<file path="config.mk">
export PLATFORM = sky130hd
export DESIGN_NAME = rank_select_flat
export DESIGN_NICKNAME = d
export VERILOG_FILES = /design/src/rtl/rank_select_if.sv /design/src/rtl/rank_select.sv /design/src/flat_wrapper.sv
export SDC_FILE = /design/constraint.sdc
export NUM_CORES = 1
export LEC_CHECK = 0
export BUFFER_PORTS_ARGS = -buffer_cell sky130_fd_sc_hd__buf_2
export CORE_UTILIZATION = 40
export DETAILED_ROUTE_END_ITERATION = 8
export SLEW_MARGIN = 20
export SYNTH_ARGS = -nofsm -noshare
export SYNTH_HDL_FRONTEND = slang
export SYNTH_SLANG_ARGS = --single-unit
</file>
<file path="constraint.sdc">
create_clock -name clk -period 5.9 [get_ports clk]
set_input_delay 1.18 -clock clk [delete_from_list [all_inputs] [get_ports clk]]
set_output_delay 1.18 -clock clk [all_outputs]
set_load 0.02 [all_outputs]
</file>
<file path="src/rtl/rank_select_if.sv">
// Bundles the rank_select data, rank and configuration signals.
//   master : drives in_valid/in_data, ranks_in and cfg_we/cfg_k; observes results
//   slave  : the rank_select block itself
// Signals:
//   in_valid, in_data  - sample stream shifted into the window every clock
//   ranks_in           - per-slot masked ranks from the rank core (field j = slot j, 0 = masked)
//   cfg_we, cfg_k      - order-statistic write port; cfg_err flags a rejected write
//   out_valid, out_data, out_err, err_cnt - filtered result and saturating error count
interface rank_select_if #(
  parameter int unsigned N         = 7,
  parameter int unsigned DATA_W    = 8,
  parameter int unsigned RANK_BITS = $clog2(N + 1),
  parameter int unsigned CNT_W     = 8
);
  logic                   in_valid;
  logic [DATA_W-1:0]      in_data;
  logic [RANK_BITS*N-1:0] ranks_in;
  logic                   cfg_we;
  logic [RANK_BITS-1:0]   cfg_k;
  logic                   cfg_err;
  logic                   out_valid;
  logic [DATA_W-1:0]      out_data;
  logic                   out_err;
  logic [CNT_W-1:0]       err_cnt;

  modport master (
    output in_valid, in_data, ranks_in, cfg_we, cfg_k,
    input  cfg_err, out_valid, out_data, out_err, err_cnt
  );

  modport slave (
    input  in_valid, in_data, ranks_in, cfg_we, cfg_k,
    output cfg_err, out_valid, out_data, out_err, err_cnt
  );
endinterface

</file>
<file path="src/rtl/rank_select.sv">
// Output stage of the masked rank-order filter.
// Holds a sample window aligned slot-for-slot with the rank core's window and, each cycle,
// picks the sample whose masked rank equals the programmed order k.
// Ports:
//   clk  - clock
//   rst  - synchronous, active-high reset
//   bus  - rank_select_if slave modport (sample stream, ranks, cfg port, results)
module rank_select #(
  parameter int unsigned N         = 7,
  parameter int unsigned DATA_W    = 8,
  parameter int unsigned RANK_BITS = $clog2(N + 1),
  parameter int unsigned CNT_W     = 8
) (
  input logic          clk,
  input logic          rst,
  rank_select_if.slave bus
);

  // Slot 0 is the oldest sample, slot N-1 the newest; same indexing as ranks_in fields.
  logic [DATA_W-1:0]    win_q [N];
  logic [N-1:0]         vld_q;
  logic [RANK_BITS-1:0] k_q;

  logic                 out_valid_q;
  logic [DATA_W-1:0]    out_data_q;
  logic                 out_err_q;
  logic [CNT_W-1:0]     err_cnt_q;
  logic                 cfg_err_q;

  logic [N-1:0]         match;
  logic                 match_one;
  logic [DATA_W-1:0]    sel_data;
  logic                 sel_err;
  logic                 cfg_ok;
  logic                 cfg_bad;

  // Slots whose rank equals k; a well-formed rank vector gives exactly one.
  always_comb begin
    match = '0;
    for (int unsigned j = 0; j < N; j++) begin
      match[j] = (bus.ranks_in[j*RANK_BITS +: RANK_BITS] == k_q);
    end
  end

  // Exactly one bit set: non-zero and clearing the lowest set bit leaves nothing.
  assign match_one = (|match) && ~|(match & (match - N'(1)));

  always_comb begin
    sel_data = '0;
    for (int unsigned j = 0; j < N; j++) begin
      sel_data = sel_data | (win_q[j] & {DATA_W{match[j]}});
    end
    sel_err = ~match_one;
    if (!match_one) begin
      sel_data = '0;
    end
  end

  // k is 1-based and may not exceed the window length.
  assign cfg_ok  = bus.cfg_we && (bus.cfg_k != '0) && (32'(bus.cfg_k) <= N);
  assign cfg_bad = bus.cfg_we && !cfg_ok;

  always_ff @(posedge clk) begin
    if (rst) begin
      for (int unsigned i = 0; i < N; i++) begin
        win_q[i] <= '0;
      end
      vld_q       <= '0;
      k_q         <= RANK_BITS'(1);
      out_valid_q <= 1'b0;
      out_data_q  <= '0;
      out_err_q   <= 1'b0;
      err_cnt_q   <= '0;
      cfg_err_q   <= 1'b0;
    end else begin
      // Shifts unconditionally to stay in lockstep with the rank core.
      for (int unsigned i = 0; i < N - 1; i++) begin
        win_q[i] <= win_q[i+1];
      end
      win_q[N-1] <= bus.in_data;
      vld_q      <= {bus.in_valid, vld_q[N-1:1]};

      out_valid_q <= &vld_q;
      out_data_q  <= sel_data;
      out_err_q   <= sel_err;

      // Counts presented error cycles; sticks at all-ones.
      if (out_valid_q && out_err_q && (err_cnt_q != '1)) begin
        err_cnt_q <= err_cnt_q + CNT_W'(1);
      end

      // New k takes effect on the selection made in the following cycle.
      if (cfg_ok) begin
        k_q <= bus.cfg_k;
      end
      cfg_err_q <= cfg_bad;
    end
  end

  assign bus.out_valid = out_valid_q;
  assign bus.out_data  = out_data_q;
  assign bus.out_err   = out_err_q;
  assign bus.err_cnt   = err_cnt_q;
  assign bus.cfg_err   = cfg_err_q;

endmodule

</file>
<file path="src/flat_wrapper.sv">
// flat-port wrapper written by rule: the top's interface ports become plain ports
module rank_select_flat 
#(
  parameter int unsigned N         = 7,
  parameter int unsigned DATA_W    = 8,
  parameter int unsigned RANK_BITS = $clog2(N + 1),
  parameter int unsigned CNT_W     = 8
)
  (clk, rst, bus_in_valid, bus_in_data, bus_ranks_in, bus_cfg_we, bus_cfg_k, bus_cfg_err, bus_out_valid, bus_out_data, bus_out_err, bus_err_cnt);
  rank_select_if #(.N(N), .DATA_W(DATA_W), .RANK_BITS(RANK_BITS), .CNT_W(CNT_W)) bus_i ();
  input logic clk;
  input logic rst;
  input wire logic [$bits(bus_i.in_valid)-1:0] bus_in_valid;
  input wire logic [$bits(bus_i.in_data)-1:0] bus_in_data;
  input wire logic [$bits(bus_i.ranks_in)-1:0] bus_ranks_in;
  input wire logic [$bits(bus_i.cfg_we)-1:0] bus_cfg_we;
  input wire logic [$bits(bus_i.cfg_k)-1:0] bus_cfg_k;
  output wire logic [$bits(bus_i.cfg_err)-1:0] bus_cfg_err;
  output wire logic [$bits(bus_i.out_valid)-1:0] bus_out_valid;
  output wire logic [$bits(bus_i.out_data)-1:0] bus_out_data;
  output wire logic [$bits(bus_i.out_err)-1:0] bus_out_err;
  output wire logic [$bits(bus_i.err_cnt)-1:0] bus_err_cnt;
  assign bus_i.in_valid = bus_in_valid;
  assign bus_i.in_data = bus_in_data;
  assign bus_i.ranks_in = bus_ranks_in;
  assign bus_i.cfg_we = bus_cfg_we;
  assign bus_i.cfg_k = bus_cfg_k;
  assign bus_cfg_err = bus_i.cfg_err;
  assign bus_out_valid = bus_i.out_valid;
  assign bus_out_data = bus_i.out_data;
  assign bus_out_err = bus_i.out_err;
  assign bus_err_cnt = bus_i.err_cnt;
  rank_select #(.N(N), .DATA_W(DATA_W), .RANK_BITS(RANK_BITS), .CNT_W(CNT_W)) u_core (.clk(clk), .rst(rst), .bus(bus_i));
endmodule
</file>
==> results of run 1 <==
## cells by family (layout without fill, tap and decap cells)
family / after synthesis / in the layout / synth area share
XOR/XNOR: 27 / 27 / 0.07686
multiplexers: 1 / 1 / 0.003253
buffers and inverters: 20 / 73 / 0.03213
adder cells (fa/ha/maj): 1 / 1 / 0.004066
flip-flops: 85 / 85 / 0.5531
AO/OA/AOI/OAI: 46 / 46 / 0.1346
AND/OR/NAND/NOR: 99 / 99 / 0.1960
## final cells by class
cell class	instances	share of cell area
clock buffers	10	0.03558
well taps	99	0.03453
flip-flops and latches	85	0.4744
repair buffers	58	0.08371
multi-input cells	174	0.3572
clock inverters	5	0.01465
## where the power goes
part           switching, W  internal [W]   total, W
clock              0.000193      0.000191   0.000384
combinational     0.0000594     0.0000374  0.0000968
sequential        0.0000105      0.000587   0.000597
total              0.000263      0.000816    0.00108
## sequential cells by signal (all words and copies together) (netlist names)
register / count
u_core.bus.out_valid: 1
u_core.k_q: 3
u_core.bus.out_err: 1
u_core.win_q: 56
u_core.bus.err_cnt: 8
u_core.bus.out_data: 8
u_core.vld_q: 7
u_core.bus.cfg_err: 1
## metal layers
metal | vias to the layer above | routed length [um] | part of all wire | global-route usage
met1 | 956 | 3018 | 0.52 | 0.2142
met2 | 64 | 2358 | 0.41 | 0.2173
met3 | 10 | 303 | 0.052 | 0.03976
li1 | 1068 | - | - | -
met4 | 0 | 119 | 0.021 | 0.08607
met5 | - | 0 | 0 | 0
## cells in the final DEF, fill, tap and decap left out, types with 4 or more instances in the layout
cell type / n
o21ai_0: 5
buf_2: 54
a221oi_1: 8
nor2b_1: 64
dfxtp_1: 85
xor2_1: 26
clkbuf_8: 9
nor2_1: 10
a22o_1: 8
a222oi_1: 8
buf_4: 4
nor3_2: 5
a211oi_2: 8
## metrics by stage
stage / worst slack, ns / area (um2) / cells / hold WS (ns)
after floorplan: 3.237 / 3077 / 279 / 0.4297
after global placement: 2.390 / 3407 / 416 / 0.4365
after detailed placement: 2.330 / 3407 / 416 / 0.4494
after CTS: 2.696 / 3587 / 431 / 0.4567
after global routing: 2.563 / 3587 / 431 / 0.4631
final: 2.673 / 3587 / 431 / 0.4570
## worst paths after layout
kind,cells past startpoint,end,slack (ns)
worst max-delay path,7,u_core.bus.out_data[3],2.67
worst min-delay path,1,u_core.bus.out_valid,0.46
worst max register to register,6,u_core.bus.out_data[3],3.04
worst min register to register,1,u_core.bus.out_valid,0.46
## worst max-delay path: stages
cell and delay, ns:
buf_2 0.11, xor2_1 0.14, nor3_2 0.71, nor4_1 0.18
or4_1 0.56, a31o_1 0.37, a211oi_2 0.25
==> qor.txt, run 1 <==
Worst setup EP type - flip-flop
Setup tns final - 0 ns
DRT Pass-1 Iters - 4
Synth unique cells - 35
Overall global routing resource usage - 0.1546
DPL Wire Length - 3.751 mm
VDD IR max - 0.1265 mV
Hold Startpoint - u_core.vld_q[0]
CTS Buf Count - 9
Initial antenna violation count - 0
Sequential-to-total area share from yosys stat - 0.5531
Number of flops mapped to enable cells by yosys - 0
Static leakage - 1.444 nW
Post-CTS Setup Repair Bufs - 0
YS warnings - 0
Worst EP required - 6.16 ns
Final ANT Viol Nets - 0
Residual DRC - 0
Post-CTS sizing - 0
Row count - 31
FFs w/ async S/R, synth - 0
RePlAce Congestion - 0.7272
Max-slew violations - 0
Nets - 365
Via-to-Cell Ratio - 4.868
CP arrival - 3.49 ns
R2r startpoint - u_core.k_q[1]
Die area - 8046 um2
Post-Synthesis Cells - 279
Clock period minus worst slack - 3.227 ns
Kind of critical path - in -> reg
Synth top area share - 0.5531
Ant. Diodes - 0
CP max FO - 11
Clock sink total - 85
Worst-path clk slew - 0.08 ns
Total power - 0.001078 W
Total Wirelength - 5.801 mm
Fin. Hold Viols - 0
# Max-Cap Violations - 0
Flops & latches, synth - 85
Peak Freq - 0.3099 GHz
WL per Instance - 13.46 um
Syn avg cell area - 11.03 um2
Layout cells sized above 1 - 0.2590
Vias in the first global route - 1992
Critical Path Start - bus_ranks_in[7]
CTS Hold Bufs - 0
Io pins - 55
RSZ-0062 raised after global routing - false
Slew of the pin with the lowest slew margin - 0.8985 ns
Initial cell density of the core - 0.4197
CTS tree - built
Most common cell in the netlist - dfxtp_1
Fillers - 682
DR iter-0 viols - 140
Post-synthesis instance area - 3077 um2
Clock buffer depth - 2
Final core utilization - 0.4893
Sequential cell area - 1702 um2
Worst setup SP type - input pin
Worst-Skew Late Latency - 0.35 ns
Die X - 89.70 um
Root buffer cell - clkbuf_8
Syn-to-layout area delta - 16.59%
Core ar. - 7331 um2
Dominant cell type by area after synthesis - dfxtp_1
PwrDens - 300.6 nW/um2
Final Cycle Share - 0.5469
Die Ht - 89.70 um
Buffers on Ports - 54
Post-synth top flop - dfxtp_1
H-Tree Depth - 3
Min-delay worst type - reg -> reg
Largest net degree at the start of global routing - 44
Syn_nets - 316
Slew margin rel. - 0.3978
Multi-input gate area - 1281 um2
Vias - 2098
First-pass GRT wire length - 9.839 mm
Final Setup Violations - 0
Status - finished clean
Grt total ovfl - 0
Largest cells by area after synthesis - dfxtp_1, nor2b_1, xor2_1
Worst Skew - 0.006298 ns
List of most frequent post-synthesis cells - dfxtp_1, nor2b_1, xor2_1
Note: power is estimated with default switching activity, not from simulation.
==> run 2, diff against run 1 <==
Clock period 5.9 ns to 2.8 ns, I/O delays scaled along.
==> qor.txt, run 2 (synthesis results as in run 1) <==
CTS tree - built
Largest net degree at the start of global routing - 65
Via-to-Cell Ratio - 4.950
Seq pwr share - 0.520
Reg with most FFs - u_core.win_q
RePlAce Congestion - 0.7575
Cell Int Power - 0.001851 W
Worst setup SP type - flip-flop
Row count - 31
Vias in the first global route - 1971
Max-slew violations - 0
Clock period minus worst slack - 2.310 ns
CP arrival - 2.54 ns
Total Wirelength - 6.013 mm
Fillers - 672
Slew of the pin with the lowest slew margin - 0.5705 ns
Clock sink total - 85
Die X - 89.70 um
Ant. Diodes - 0
Fin. Hold Viols - 0
Combinational Power Share - 0.089
Status - finished clean
RSZ-0062 raised after global routing - false
Max reg flops - 56
Buffers on Ports - 54
VDD IR max - 0.3066 mV
Worst Skew - 0.01160 ns
Setup tns final - 0 ns
Clk pwr share - 0.391
Post-CTS Setup Repair Bufs - 0
# Max-Cap Violations - 0
Vias - 2158
CTS Hold Bufs - 0
Layout cells sized above 1 - 0.2671
First-pass GRT wire length - 10.03 mm
Die area - 8046 um2
Total power - 0.002421 W
WL per Instance - 13.79 um
Clock buffer depth - 2
PwrDens - 659.7 nW/um2
DR iter-0 viols - 181
Kind of critical path - reg -> reg
GR Util met2 - 0.2147
Residual DRC - 0
Worst-Skew Late Latency - 0.35 ns
DPL Wire Length - 3.921 mm
CP max FO - 9
Post-CTS sizing - 0
Worst EP required - 3.03 ns
Slew margin rel. - 0.6197
Worst setup EP type - flip-flop
Overall global routing resource usage - 0.1600
Worst-path clk slew - 0.09 ns
CTS Buf Count - 9
Min-delay worst type - in -> reg
Root buffer cell - clkbuf_8
H-Tree Depth - 3
Grt total ovfl - 0
Initial cell density of the core - 0.4197
Most frequent cells in the layout - dfxtp_1, nor2b_1, buf_2
Final Setup Violations - 0
Core ar. - 7331 um2
Grt met1 use - 0.2314
Switching share of total power - 0.2352
Sw power - 0.0005694 W
Io pins - 55
Nets - 369
Static leakage - 1.483 nW
Met3 Resource Use GR - 0.04822
Final Cycle Share - 0.8250
Most common cell after layout, fill and taps aside - dfxtp_1
Final ANT Viol Nets - 0
Initial antenna violation count - 0
Peak Freq - 0.4329 GHz
Syn-to-layout area delta - 19.28%
DRT Pass-1 Iters - 4
Most used routing layer - met1
Die Ht - 89.70 um
-- run 2: critical path, stage by stage, from the launching register on --
cell and delay, ns:
dfxtp_1 0.58, xor2_1 0.14, nor3_2 0.25, nor4_1 0.10, or4_1 0.52, a31o_1 0.37, nor2b_1 0.22
-- run 2: layout make-up --
cell class | instances | area [um2] | area share
clock buffers | 11 | 141.4 | 0.03853
clock inverters | 5 | 83.83 | 0.02284
multi-input cells | 174 | 1276 | 0.3478
flip-flops and latches | 85 | 1702 | 0.4637
well taps | 99 | 123.9 | 0.03375
repair buffers | 62 | 342.8 | 0.09342
-- run 2: layer usage --
layer	routed length, um	vias up	share of wire
met5	0	-	0
met4	113	0	0.019
met3	377	10	0.063
met2	2456	67	0.41
met1	3066	1001	0.51
li1	-	1080	-
-- run 2: power by group through the flow --
| stage | clock [W] | combinational (W) | sequential [W] |
|---|---|---|---|
| 2_1_floorplan | 0 | 0.000151 | 0.00128 |
| 3_3_place_gp | 0 | 0.000212 | 0.00129 |
| 3_5_place_dp | 0 | 0.000217 | 0.00129 |
| 4_1_cts | 0.000978 | 0.000218 | 0.00126 |
| 5_1_grt | 0.00104 | 0.000237 | 0.00126 |
| 6_report | 0.000946 | 0.000216 | 0.00126 |
-- run 2: path summary, 6_finish.rpt --
path | start | end | slack (ns) | cells after the start
min reg2reg | u_core.vld_q[1] | u_core.vld_q[0] | 0.45 | 1
max reg2reg | u_core.k_q[1] | u_core.bus.out_err | 0.49 | 6
max | u_core.k_q[1] | u_core.bus.out_err | 0.49 | 6
min | bus_in_data[1] | u_core.win_q[6][1] | 0.42 | 2
-- run 2: metrics by stage --
stage | instance area, um2 | hold WS, ns | utilization | instances | setup WS [ns]
global placement | 3445 | 0.4431 | 0.4699 | 420 | 0.4534
finish | 3670 | 0.4169 | 0.5006 | 436 | 0.4900
floorplan | 3077 | 0.4297 | - | 279 | 0.7571
CTS | 3670 | 0.4031 | 0.5006 | 436 | 0.4608
global route | 3670 | 0.4033 | 0.5006 | 436 | 0.3258
detailed placement | 3445 | 0.4521 | 0.4699 | 420 | 0.4044
